--- config.mk ---
export PLATFORM = sky130hd
export DESIGN_NAME = alu_cmd_sched
export DESIGN_NICKNAME = d
export VERILOG_FILES = /design/src/rtl/alu_pkg.sv /design/src/rtl/rr_arb2.sv /design/src/rtl/alu_cmd_sched.sv
export SDC_FILE = /design/constraint.sdc
export NUM_CORES = 1
export LEC_CHECK = 0
export BUFFER_PORTS_ARGS = -buffer_cell sky130_fd_sc_hd__buf_2
export CORE_MARGIN = 5
export CORE_UTILIZATION = 47
export DETAILED_ROUTE_END_ITERATION = 6
export PLACE_DENSITY = 0.78
export SYNTH_ARGS = -nofsm -noshare
export SYNTH_HDL_FRONTEND = slang
export SYNTH_SLANG_ARGS = --single-unit
--- constraint.sdc ---
create_clock -name CLK -period 1.9 [get_ports CLK]
set_clock_uncertainty 0.2 [all_clocks]
set_input_delay 0.19 -clock CLK [delete_from_list [all_inputs] [get_ports CLK]]
set_output_delay 0.19 -clock CLK [all_outputs]
set_load 0.05 [all_outputs]
--- src/rtl/alu_pkg.sv ---
// Shared widths, ALU function codes and scheduler state encoding for the ALU command path.
package alu_pkg;
  localparam int DATA_WD = 8;
  localparam int FUN_WD  = 4;
  localparam int OUT_WD  = 2 * DATA_WD;

  localparam logic [FUN_WD-1:0] ADD  = 4'd0;
  localparam logic [FUN_WD-1:0] SUB  = 4'd1;
  localparam logic [FUN_WD-1:0] MUL  = 4'd2;
  localparam logic [FUN_WD-1:0] DIV  = 4'd3;
  localparam logic [FUN_WD-1:0] MOD  = 4'd4;
  localparam logic [FUN_WD-1:0] AND  = 4'd5;
  localparam logic [FUN_WD-1:0] OR   = 4'd6;
  localparam logic [FUN_WD-1:0] XOR  = 4'd7;
  localparam logic [FUN_WD-1:0] NOT  = 4'd8;
  localparam logic [FUN_WD-1:0] NAND = 4'd9;
  localparam logic [FUN_WD-1:0] NOR  = 4'd10;
  localparam logic [FUN_WD-1:0] XNOR = 4'd11;
  localparam logic [FUN_WD-1:0] INC  = 4'd12;
  localparam logic [FUN_WD-1:0] SHR  = 4'd13;
  localparam logic [FUN_WD-1:0] SHL  = 4'd14;

  typedef enum logic [2:0] {
    IDLE    = 3'd0,
    ISSUE   = 3'd1,
    WAIT    = 3'd2,
    SEND_LO = 3'd3,
    SEND_HI = 3'd4
  } state_t;
endpackage

--- src/rtl/rr_arb2.sv ---
// Two-way round-robin arbiter: one-hot grant and the pointer value to load on acceptance.
// Combinational; ptr selects the winner only when both requesters are valid.
module rr_arb2 (
  input  logic [1:0] valid,
  input  logic       ptr,
  output logic [1:0] grant,
  output logic       ptr_nxt
);
  always_comb begin
    grant   = 2'b00;
    ptr_nxt = ptr;
    if (valid[0] && (!valid[1] || !ptr)) begin
      grant   = 2'b01;
      ptr_nxt = 1'b1;
    end else if (valid[1]) begin
      grant   = 2'b10;
      ptr_nxt = 1'b0;
    end
  end
endmodule

--- src/rtl/alu_cmd_sched.sv ---
// Two-requester scheduler for the shared ALU: accept, issue, capture, return result as two TX bytes.
// Accept N, alu_en N+1, tx_valid N+3; requesters stall outside IDLE, TX bytes hold under tx_ready low.
module alu_cmd_sched
  import alu_pkg::*;
(
  input  logic               CLK,
  input  logic               RST,
  input  logic               req0_valid,
  output logic               req0_ready,
  input  logic [DATA_WD-1:0] req0_a,
  input  logic [DATA_WD-1:0] req0_b,
  input  logic [FUN_WD-1:0]  req0_fun,
  input  logic               req1_valid,
  output logic               req1_ready,
  input  logic [DATA_WD-1:0] req1_a,
  input  logic [DATA_WD-1:0] req1_b,
  input  logic [FUN_WD-1:0]  req1_fun,
  output logic [DATA_WD-1:0] alu_a,
  output logic [DATA_WD-1:0] alu_b,
  output logic [FUN_WD-1:0]  alu_fun,
  output logic               alu_en,
  input  logic [OUT_WD-1:0]  alu_out,
  output logic [DATA_WD-1:0] tx_data,
  output logic               tx_valid,
  input  logic               tx_ready,
  output logic               tx_src,
  output logic               tx_last,
  output logic               busy
);
  state_t            state;
  logic              ptr;
  logic              ptr_nxt;
  logic [1:0]        grant;
  logic [OUT_WD-1:0] res;
  logic              accept;

  rr_arb2 u_arb (
    .valid   ({req1_valid, req0_valid}),
    .ptr     (ptr),
    .grant   (grant),
    .ptr_nxt (ptr_nxt)
  );

  // Nothing is offered while reset is held, so no request slips in on the reset edge.
  assign req0_ready = (state == IDLE) && !RST && grant[0];
  assign req1_ready = (state == IDLE) && !RST && grant[1];
  assign accept     = req0_ready || req1_ready;
  assign busy       = (state != IDLE);

  always_ff @(posedge CLK) begin
    if (RST) begin
      state    <= IDLE;
      ptr      <= 1'b0;
      res      <= '0;
      alu_a    <= '0;
      alu_b    <= '0;
      alu_fun  <= '0;
      alu_en   <= 1'b0;
      tx_data  <= '0;
      tx_valid <= 1'b0;
      tx_src   <= 1'b0;
      tx_last  <= 1'b0;
    end else begin
      alu_en <= 1'b0;
      case (state)
        IDLE: begin
          if (accept) begin
            alu_a   <= grant[1] ? req1_a   : req0_a;
            alu_b   <= grant[1] ? req1_b   : req0_b;
            alu_fun <= grant[1] ? req1_fun : req0_fun;
            tx_src  <= grant[1];
            ptr     <= ptr_nxt;
            alu_en  <= 1'b1;
            state   <= ISSUE;
          end
        end
        ISSUE: state <= WAIT;
        // ALU result is registered one cycle after the enable; its valid flag is sticky, so timing is fixed instead.
        WAIT: begin
          res      <= alu_out;
          tx_data  <= alu_out[DATA_WD-1:0];
          tx_valid <= 1'b1;
          tx_last  <= 1'b0;
          state    <= SEND_LO;
        end
        SEND_LO: begin
          if (tx_ready) begin
            tx_data <= res[OUT_WD-1:DATA_WD];
            tx_last <= 1'b1;
            state   <= SEND_HI;
          end
        end
        SEND_HI: begin
          if (tx_ready) begin
            tx_valid <= 1'b0;
            tx_last  <= 1'b0;
            state    <= IDLE;
          end
        end
        default: state <= IDLE;
      endcase
    end
  end
endmodule

==> flow_summary.yaml <==
logic_synthesis:
  synth_common_cells: "44 x dfxtp_1, 33 x a21oi_1, 23 x nand3b_1"
  ys.flop_type: "dfxtp_1"
  synth_cell_types: 30
  syn_avg_cell_area_um2: 9.62
  synth_area_leaders: "dfxtp_1 40%, a311oi_2 13%, nand3b_1 7.8%"
  synth_fp_nets: 292
  ys_ff_latch: 44
  netlist_area_mm2: 0.00222
  synth_edf_count: 0
  seq_area_frac_synth: 0.396
  yosysMostFrequentCell: "dfxtp_1"
  netlist_instances: 231
  synthArstFlopShare: 0
  yosys_warnings: 0
  synth_top_cell_by_area: "dfxtp_1"
  netlist.area_leader.share: 0.396
power_and_ir_drop:
  irDropWorstVdd_uv: 489
  p_total_uw: 2660
  power.static_leakage_uw: 0.00124
  p_per_area_mw_per_mm2: 886
detailed_routing:
  final_antenna_net_count: 0
  viasPerCell: 5.62
  routed_wl_um: 6220
  drc: 0
  vias: 2170
  drt_iter0_markers: 146
  avgRoutedWirePerCell_um: 16.1
  dr.pass1.iters: 4
cts:
  cts_root_buf: "clkbuf_8"
  htree_levels: 2
  cts_inserted_buffers: 5
  clockBufferDepth: 2
  numClockSinks: 44
  worst_skew_pair.late_latency_ns: 0.29
  clk_pin_slew_ns: 0.08
  cts_tree: "built"
cells_and_area:
  fill_cells: 387
  nNetsFinal: 392
  antennaDiodeCount: 0
  stdcell_area_mm2: 0.00300
  post_route_cells_drive_above_1_share: 0.437
  syn_to_final_growth_pct: 35.1
  stdcell_count: 386
  seq_area_um2: 882
  multiInputGateArea_mm2: 0.00120
setup_path:
  critical_path_class: "reg -> out"
  cp_max_fo: 7
  reg2reg_from: "ptr"
  r2r_cells: 4
  rrSetupSlack_ns: 0.22
  cpPeakStageDelay_ns: 0.35
  slowest_stage: "dfxtp_1"
  arrival_ns: 1.44
  worstReg2RegEnd: "alu_b[6]"
  worstSetupStartpointType: "register"
  required_ns: 1.51
  end_kind: "primary output"
  path_cells: "buf_4 > nor3_4 > inv_2 > nor4_4 > buf_6"
sta:
  min_period_ns: 1.83
  clock.fmax_ghz: 0.546
  drv_slew: 0
  finalCritPeriodShare: 0.964
  worstMarginPinSlew_ns: 0.563
  hold_slack_ns: 0.00971
  slew_headroom: 0.625
  setup_ws_ns: 0.0693
  rsz0062_at_grt: "yes"
  hold_violations: 0
  setup_viol: 0
floorplan:
  rows: 25
  die_x_um: 78.8
  ios: 96
  die_area_mm2: 0.00620
  initial_core_util: 0.477
  fp.dieH_um: 78.8
  fp.coreArea_mm2: 0.00466
global_routing:
  grt_pass1_vias: 2135
  grt_max_degree: 43
  antenna_found_initial: 0
  grt_pass1_wl_um: 9760
  grt_util_all_layers: 0.195
  overflow: 0
job:
  drv_cap: 0
hold_path:
  whs_endpoint: "alu_a[0]"
  hp-start: "req1_a[0]"
  hold_class: "in -> reg"
  worstHoldPathCells: 3
placed_design:
  port-buffer-count: 95
  gp_congestion: 0.814
  place_area_mm2: 0.00274
  place_ws_ns: 0.139
  dpl.hpwl_um: 4220
  place_inst: 365
outcome:
  status: "completed"
==> sequential cells by signal (all words and copies together), names as in the netlist <==
name,count
alu_a,8
alu_b,8
res,8
tx_data,8
alu_fun,4
state,3
alu_en,1
ptr,1
tx_last,1
tx_src,1
tx_valid,1
==> metrics by stage <==
step                      TNS (ns)  utilization
after floorplan                  0            -
after global placement           0        0.588
after detailed placement         0        0.588
after CTS                        0        0.635
after global routing       -0.0156        0.644
final                            0        0.644
==> worst max-delay path, delay by kind of cell, from the launching register on <==
family                 cells  cell delay (ns)
buffers and inverters      3             0.43
DFF                        1             0.35
and+or+nand+nor            2             0.36
==> repair_timing <==
| action | in CTS | in global routing |
|---|---|---|
| hold buffers | 11 | 0 |
| buffers inserted | 0 | 2 |
| endpoints found under the hold margin | 10 | 0 |
| endpoints found under the setup margin | 2 | 6 |
| pin swaps | 0 | 2 |
| resized for setup | 2 | 7 |
==> logic make-up (layout without fill, tap and decap cells) <==
logic type	after synthesis	count (layout)	synth area share
AOI/OAI and AO/OA	88	88	0.302
and+or+nand+nor	52	52	0.153
DFF	44	44	0.396
buffers and inverters	31	132	0.0771
muxes	16	16	0.0721
==> placed cells by master, fill, tap and decap left out, types with 2 or more instances in the layout <==
cell	n
nand2b_1	3
dlygate4sd3_1	11
nor4_4	2
nor3_1	2
nand3b_1	23
o21ai_0	21
mux2i_1	16
a21oi_1	33
a311oi_2	19
dfxtp_1	43
clkbuf_8	5
buf_2	93
a211oi_1	8
nor2_1	12
a31oi_1	2
buf_4	14
buf_6	3
a311oi_1	2
==> layer usage <==
metal  track usage  up-vias  wire length [um]
li1              -     1055                 -
met1         0.233     1017              2600
met2         0.333       86              3120
met3        0.0442       12               359
met4        0.0892        0               129
met5             0        -                 0
==> final cells by class <==
class	count	area share
tap	54	0.0225
clock buffer	6	0.0242
clock inverter	2	0.0117
timing repair buffer	122	0.245
sequential	44	0.294
inverter	2	0.00250
multi-input combinational	156	0.401
==> power breakdown <==
part | internal (uW) | switching (uW) | leakage [uW] | total (uW)
clock | 390 | 307 | 0.0000552 | 697
combinational | 321 | 581 | 0.000822 | 902
sequential | 1010 | 50.5 | 0.000362 | 1060
==> worst max-delay path by stage <==
stage | start | to | depth (start not counted)
2_1_floorplan | state[1] | req1_ready | 4
3_3_place_gp | state[0] | alu_a[7] | 3
3_5_place_dp | state[0] | alu_a[2] | 3
4_1_cts | state[0] | req1_ready | 5
5_1_grt | state[0] | req1_ready | 5
6_report | state[0] | req1_ready | 5
Power figures use the tool's default switching activity.
